===== config.mk =====
export PLATFORM = sky130hd
export DESIGN_NAME = param_up_down_counter
export DESIGN_NICKNAME = d
export VERILOG_FILES = /design/src/rtl/param_up_down_counter.sv
export SDC_FILE = /design/constraint.sdc
export NUM_CORES = 1
export LEC_CHECK = 0
export CORE_MARGIN = 2
export CORE_UTILIZATION = 45
export DETAILED_ROUTE_END_ITERATION = 7
export PLACE_DENSITY = 0.77
export SLEW_MARGIN = 20
export SYNTH_ARGS = -nofsm -noshare
export SYNTH_HDL_FRONTEND = slang
export SYNTH_SLANG_ARGS = --single-unit

===== constraint.sdc =====
create_clock -name clk -period 2 [get_ports clk]
set_clock_uncertainty 0.2 [all_clocks]
set_input_delay 0.4 -clock clk [delete_from_list [all_inputs] [get_ports clk]]
set_output_delay 0.4 -clock clk [all_outputs]
set_load 0.005 [all_outputs]

===== src/rtl/param_up_down_counter.sv =====
// Parametrised up/down counter with modulus, wrap-or-saturate bounds,
// synchronous clear/load and registered terminal-count and wrap pulses.
module param_up_down_counter #(
  parameter int unsigned     WIDTH     = 8,
  parameter longint unsigned STEP      = 1,
  parameter longint unsigned MODULUS   = 256,
  parameter int unsigned     SATURATE  = 0,
  parameter longint unsigned RESET_VAL = 0
) (
  input  logic             clk,
  input  logic             rst,
  input  logic             en,
  input  logic             up,
  input  logic             clear,
  input  logic             load,
  input  logic [WIDTH-1:0] load_val,
  output logic [WIDTH-1:0] count,
  output logic             tc,
  output logic             wrap
);

  localparam int unsigned W1 = WIDTH + 1;
  localparam logic [WIDTH:0] MOD_X   = W1'(MODULUS);
  localparam logic [WIDTH:0] MAX_X   = W1'(MODULUS - 1);
  localparam logic [WIDTH:0] STEP_X  = W1'(STEP);
  localparam logic [WIDTH:0] RESET_X = W1'(RESET_VAL);

  if (WIDTH < 2 || WIDTH > 32 || MODULUS < 2 || MODULUS > (64'd1 << WIDTH) ||
      STEP < 1 || STEP >= MODULUS || RESET_VAL >= MODULUS || SATURATE > 1) begin : g_param_check
    $error("param_up_down_counter: illegal parameter combination");
  end

  // Count is held one bit wider than the port so sums never overflow.
  logic [WIDTH:0] count_q, count_d;
  logic           tc_q, tc_d;
  logic           wrap_q, wrap_d;
  logic [WIDTH:0] sum_x;
  logic [WIDTH:0] load_x;

  assign load_x = {1'b0, load_val};

  always_comb begin
    count_d = count_q;
    tc_d    = 1'b0;
    wrap_d  = 1'b0;
    sum_x   = count_q + STEP_X;
    if (clear) begin
      count_d = '0;
    end else if (load) begin
      count_d = (load_x < MOD_X) ? load_x : MAX_X;
    end else if (en) begin
      if (up) begin
        if (sum_x <= MAX_X) begin
          count_d = sum_x;
        end else begin
          wrap_d  = 1'b1;
          count_d = (SATURATE != 0) ? MAX_X : (sum_x - MOD_X);
        end
        tc_d = (count_d == MAX_X);
      end else begin
        if (count_q >= STEP_X) begin
          count_d = count_q - STEP_X;
        end else begin
          wrap_d  = 1'b1;
          count_d = (SATURATE != 0) ? '0 : (count_q + MOD_X - STEP_X);
        end
        tc_d = (count_d == '0);
      end
    end
  end

  always_ff @(posedge clk or negedge rst) begin
    if (!rst) begin
      count_q <= RESET_X;
      tc_q    <= 1'b0;
      wrap_q  <= 1'b0;
    end else begin
      count_q <= count_d;
      tc_q    <= tc_d;
      wrap_q  <= wrap_d;
    end
  end

  assign count = count_q[WIDTH-1:0];
  assign tc    = tc_q;
  assign wrap  = wrap_q;

endmodule


* After elaboration in Yosys (flattened, before gate mapping)
Cells that the tools add are included.
** Storage, ports and cells
- Input port bits :: 14
- Word-level logic and storage cells :: 39
- Register bits :: 11
** Cells by class
- Equal/unequal tests :: 1
- Mux-type cells :: 25
- Reductions and logical operators :: 2
- Order comparisons :: 3
- $add $sub $neg :: 5
** Operator list (number)
- 9-bit 2-to-1 mux :: 14
- 9-bit by 1-bit subtractor with 9-bit output, second input constant :: 2
- 1-bit 2-to-1 mux :: 10
- 9-bit by 1-bit adder with 9-bit output, second input constant :: 1
- 9-bit adder, second input constant :: 1
- 9-bit by 8-bit equality test with 1-bit output, second input constant :: 1
- 9-bit by 1-bit greater-or-equal comparator with 1-bit output, second input constant :: 1
- 9-bit by 8-bit <= comparator with 1-bit output, second input constant :: 1
- 9-bit logical NOT :: 1
- 8-bit by 9-bit < comparator with 1-bit output, second input constant :: 1
- 9-bit subtractor, second input constant :: 1
- 8-bit 2-to-1 mux :: 1
- 3-bit nonzero test :: 1

* Depth between registers and ports, before layout
Gate-level depths: netlist (run 1).
- Depth after elaboration :: 12
- Depth in mapped cells :: 8

* Worst setup path before layout (run 1)
Ideal clock, no wire load.
- Path type :: reg-to-reg
- From :: register count_q[0]
- To :: register count_q[6]
- Clock period less this slack :: 2.240 ns
- Path slack :: -0.240 ns
- Cell stages (with the launch flop) :: 9
- Arrival time :: 1.922 ns
- Path through :: dfrtp_1 clkbuf_1 inv_1 ha_1 or4b_1 nor3_1 o21ai_1 xnor2_1 o21a_1
** On the way
- Word-level cells in the longest chain between the ends :: 11
** RTL lines
- from (decl) :: RTL line 34 : logic [WIDTH:0] count_q, count_d;
- from (signal assigned) :: RTL line 78 : count_q <= count_d;
- 9-bit adder or 9-bit by 1-bit adder with 9-bit output (tied branches) :: RTL line 65, 46
- 9-bit by 1-bit subtractor with 9-bit output (tied with other cells) :: RTL line 65 : count_d = (SATURATE != 0) ? '0 : (count_q + MOD_X - STEP_X);
- 9-bit 2-to-1 mux, on equally long branches :: RTL line 61, 53
- 9-bit 2-to-1 mux :: RTL line 52 : if (up) begin
- 9-bit 2-to-1 mux :: RTL line 51 : end else if (en) begin
- 9-bit 2-to-1 mux :: RTL line 49 : end else if (load) begin
- 9-bit 2-to-1 mux :: RTL line 47 : if (clear) begin
- 9-bit 2-to-1 mux * :: RTL line 52
- 9-bit 2-to-1 mux * :: RTL line 51
- 9-bit 2-to-1 mux * :: RTL line 49
- 9-bit 2-to-1 mux * :: RTL line 47
Mark *: on every way between the ends. The rest lies on a longest branch, timed or not. The select of a mux whose other input is x is not followed.
A chain may end at the register's enable or synchronous reset.

* Final worst setup path (run 1)
- From :: register count_q[4]
- To :: register count_q[8]
The elaborated chain is that of the path after synthesis.

==> results of run 1 <==
-- stage by stage --
| step | worst slack, ns | total power (uW) | cell area (sq um) | std cells |
|---|---|---|---|---|
| after floorplan | -0.0990 | 439 | 1120 | 132 |
| after global placement | -0.0689 | 532 | 1420 | 185 |
| after detailed placement | -0.177 | 540 | 1420 | 185 |
| after CTS | 0.00165 | 709 | 1470 | 190 |
| after global routing | -0.0755 | 761 | 1510 | 192 |
| final | -0.00221 | 715 | 1510 | 192 |
-- cell usage in the layout (no fill, tap or decap), drive strengths merged --
cell type and instances:
nor4 4, clkdlybuf4s50 23, o21a 3, o32ai 1, a21oi 7, inv 7
nand4 1, nor3b 2, o21bai 1, mux2 1, clkbuf 4, o31ai 1
and4 3, dfrtp 11, xnor2 11, nor4b 1, xor2 1, o211a 1
or4b 1, o21ai 8, nor3 6, o31a 1, and3 4, or4 1
nor2 9, buf 25, mux2i 5, nand2 8, nand3 3, ha 5
a2bb2oi 1, a41o 1, or3 3
-- per-layer routing --
| layer | up-vias | wire, microns | share of wire (%) |
|---|---|---|---|
| li1 | 520 | - | - |
| met1 | 497 | 1100 | 42 |
| met4 | 0 | 21 | 0.79 |
| met5 | - | 0 | 0 |
| met3 | 4 | 87 | 3.3 |
| met2 | 26 | 1440 | 54 |
-- synthesized netlist by cell type, drive strengths merged (5+ instances only) --
cell type / instances
dfrtp: 11
nor2: 9
ha: 5
nand2: 8
o21ai: 8
nor3: 6
inv: 7
buf: 13
clkbuf: 7
mux2i: 5
xnor2: 11
a21oi: 7
-- flip-flops by register name, indices dropped and copies added, names as in the netlist --
| name | cells |
|---|---|
| wrap | 1 |
| count_q | 9 |
| tc | 1 |
-- report_power, final --
part | switching [uW] | internal, uW
Sequential | 19.7 | 236
Clock | 81.7 | 77.2
Combinational | 131 | 169
Total | 233 | 483
-- how the worst max path moves through the flow --
stage            endpoint  slack [ns]  depth (start not counted)
2_1_floorplan  count_q[6]        -0.1                          8
3_3_place_gp   count_q[7]       -0.07                          6
3_5_place_dp   count_q[7]       -0.18                          6
4_1_cts        count_q[8]       0.002                          5
5_1_grt              wrap       -0.08                          7
6_report       count_q[8]      -0.002                          5
-- cells by family after synthesis --
group,after synthesis,share of synthesized area [%]
AO/OA/AOI/OAI,25,14.8
XOR/XNOR,12,9.78
adder cells (fa/ha/maj),5,5.82
buffers and inverters,27,13.0
flip-flops,11,25.6
multiplexers,6,5.70
AND/OR/NAND/NOR,46,25.3
-- timing repair --
action                     CTS  global route
pin swaps                    1             0
gates resized for setup      5             5
setup endpoints to repair    4             6
hold endpoints to repair     0             0
hold buffers                 0             0
buffers inserted             1             2
-- cell type report --
cell class | count | area share [%]
multi-input cells | 94 | 47.4
inverters | 7 | 2.08
repair buffers | 48 | 28.0
clock buffers | 4 | 1.75
well taps | 28 | 2.33
flip-flops and latches | 11 | 18.5
==> out/metrics.yaml, run 1 <==
wl_per_cell_microns: 13.8
synthCells: 132
crit_path_cell_trace: "or3_4, or4_4, mux2i_1, o31a_1, o21ai_1"
fp-row-count: 17
ys_seq_area_share_pct: 25.6
timing.hold.ws_ns: 0.284
slew_headroom_pct: 62.8
utilization_pct: 67.4
critPathLaunchType: "flop"
grt_pass1_wl_microns: 4380
peakVddDrop_mv: 0.495
reg2reg_depth: 5
crit_start: "count_q[4]"
synth_top_cell_area_share_pct: 25.6
worst_slack_ns: -0.00221
critPathBufInv: 0
vias: 1047
h-tree-depth: 1
grt_usage_pct: 21.6
num_io_pins: 24
syn_to_final_growth_pct: 40.0
path_clk_slew_ns: 0.08
grt_max_degree: 15
fin_nets: 184
yosys.area.top_type: "dfrtp_1"
r2r_end: "count_q[8]"
ys_async_sr_fraction_pct: 100
final-seq-area_sq_um: 278
synthFlopType: "dfrtp_1"
multi_input_area_sq_um: 713
first_pass_iters: 4
drtIter0Drc: 11
cts_sinks: 11
power.density_mw_per_mm2: 475
setup_violations: 1
yosys_warnings: 0
crit_type: "reg2reg"
setup_tns_ns: -0.00221
slowest_stage: "or4_4"
rr_startpoint: "count_q[4]"
ys_ff_latch: 11
worstPathRequired_ns: 2.00
fp.dieW_microns: 52.9
met2_usage_pct: 41.5
worst_pin_slew_ns: 0.556
hold_path.class: "in2async"
synth_edf_count: 0
cts_root_buffer: "clkbuf_4"
diodes: 0
p_leak_uw: 0.000677
dp_hpwl_microns: 2000
top_usage_layer: "met2"
met3_usage_pct: 4.24
drc: 0
start_util_pct: 48.1
rsz0062_at_grt: "yes"
crit_fanout: 4
via_per_inst: 5.45
hold_violations: 0
timing.fmax_mhz: 499
critPathTopFamily: "simple AND/OR/NAND/NOR gates"
ant_nets: 0
gp_congestion: 0.856
status: "complete, but fails checks"
fill_cells: 193
max_stage_delay_ns: 0.44
numCtsBuffers: 3
netlist_area_sq_mm: 0.00107
numPortBuffers: 23
die-area_sq_mm: 0.00280
cts_tree: "yes"
arrival_ns: 2.00
antenna_found_initial: 0
ys_top_cells_by_area: "dfrtp_1, xnor2_1, ha_1"
core_area_sq_mm: 0.00223
drive_above_1_share_pct: 28.7
syn_avg_cell_area_sq_um: 8.14
dieHeight_microns: 52.9
max-cap-violations: 0
wl_microns: 2650
violations: "setup timing"
grt-ovfl-total: 0
syn_nets: 151
grtUsageMet1_pct: 24.4
reg2reg_setup_slack_ns: -0.002
clk_latency_ns: 0.27
period_needed_ns: 2.00
crit_path_end_kind: "flop"
ys_types: 40
clock_path_buffers: 2
grt_pass1_vias: 1006
drv_slew: 0
fin_crit_sh_pct: 100
(Power assumes the default switching activity.)
==> inputs of run 2 (changes only) <==
SLEW_MARGIN = default   (was 20)
==> results of run 2 <==
The final DEF is identical to that of run 1; final timing and power are the same.
==> inputs of run 3 (changes only) <==
SLEW_MARGIN = 20   (was default)
==> results of run 3 <==
The final DEF is identical to that of run 1; final timing and power are the same.
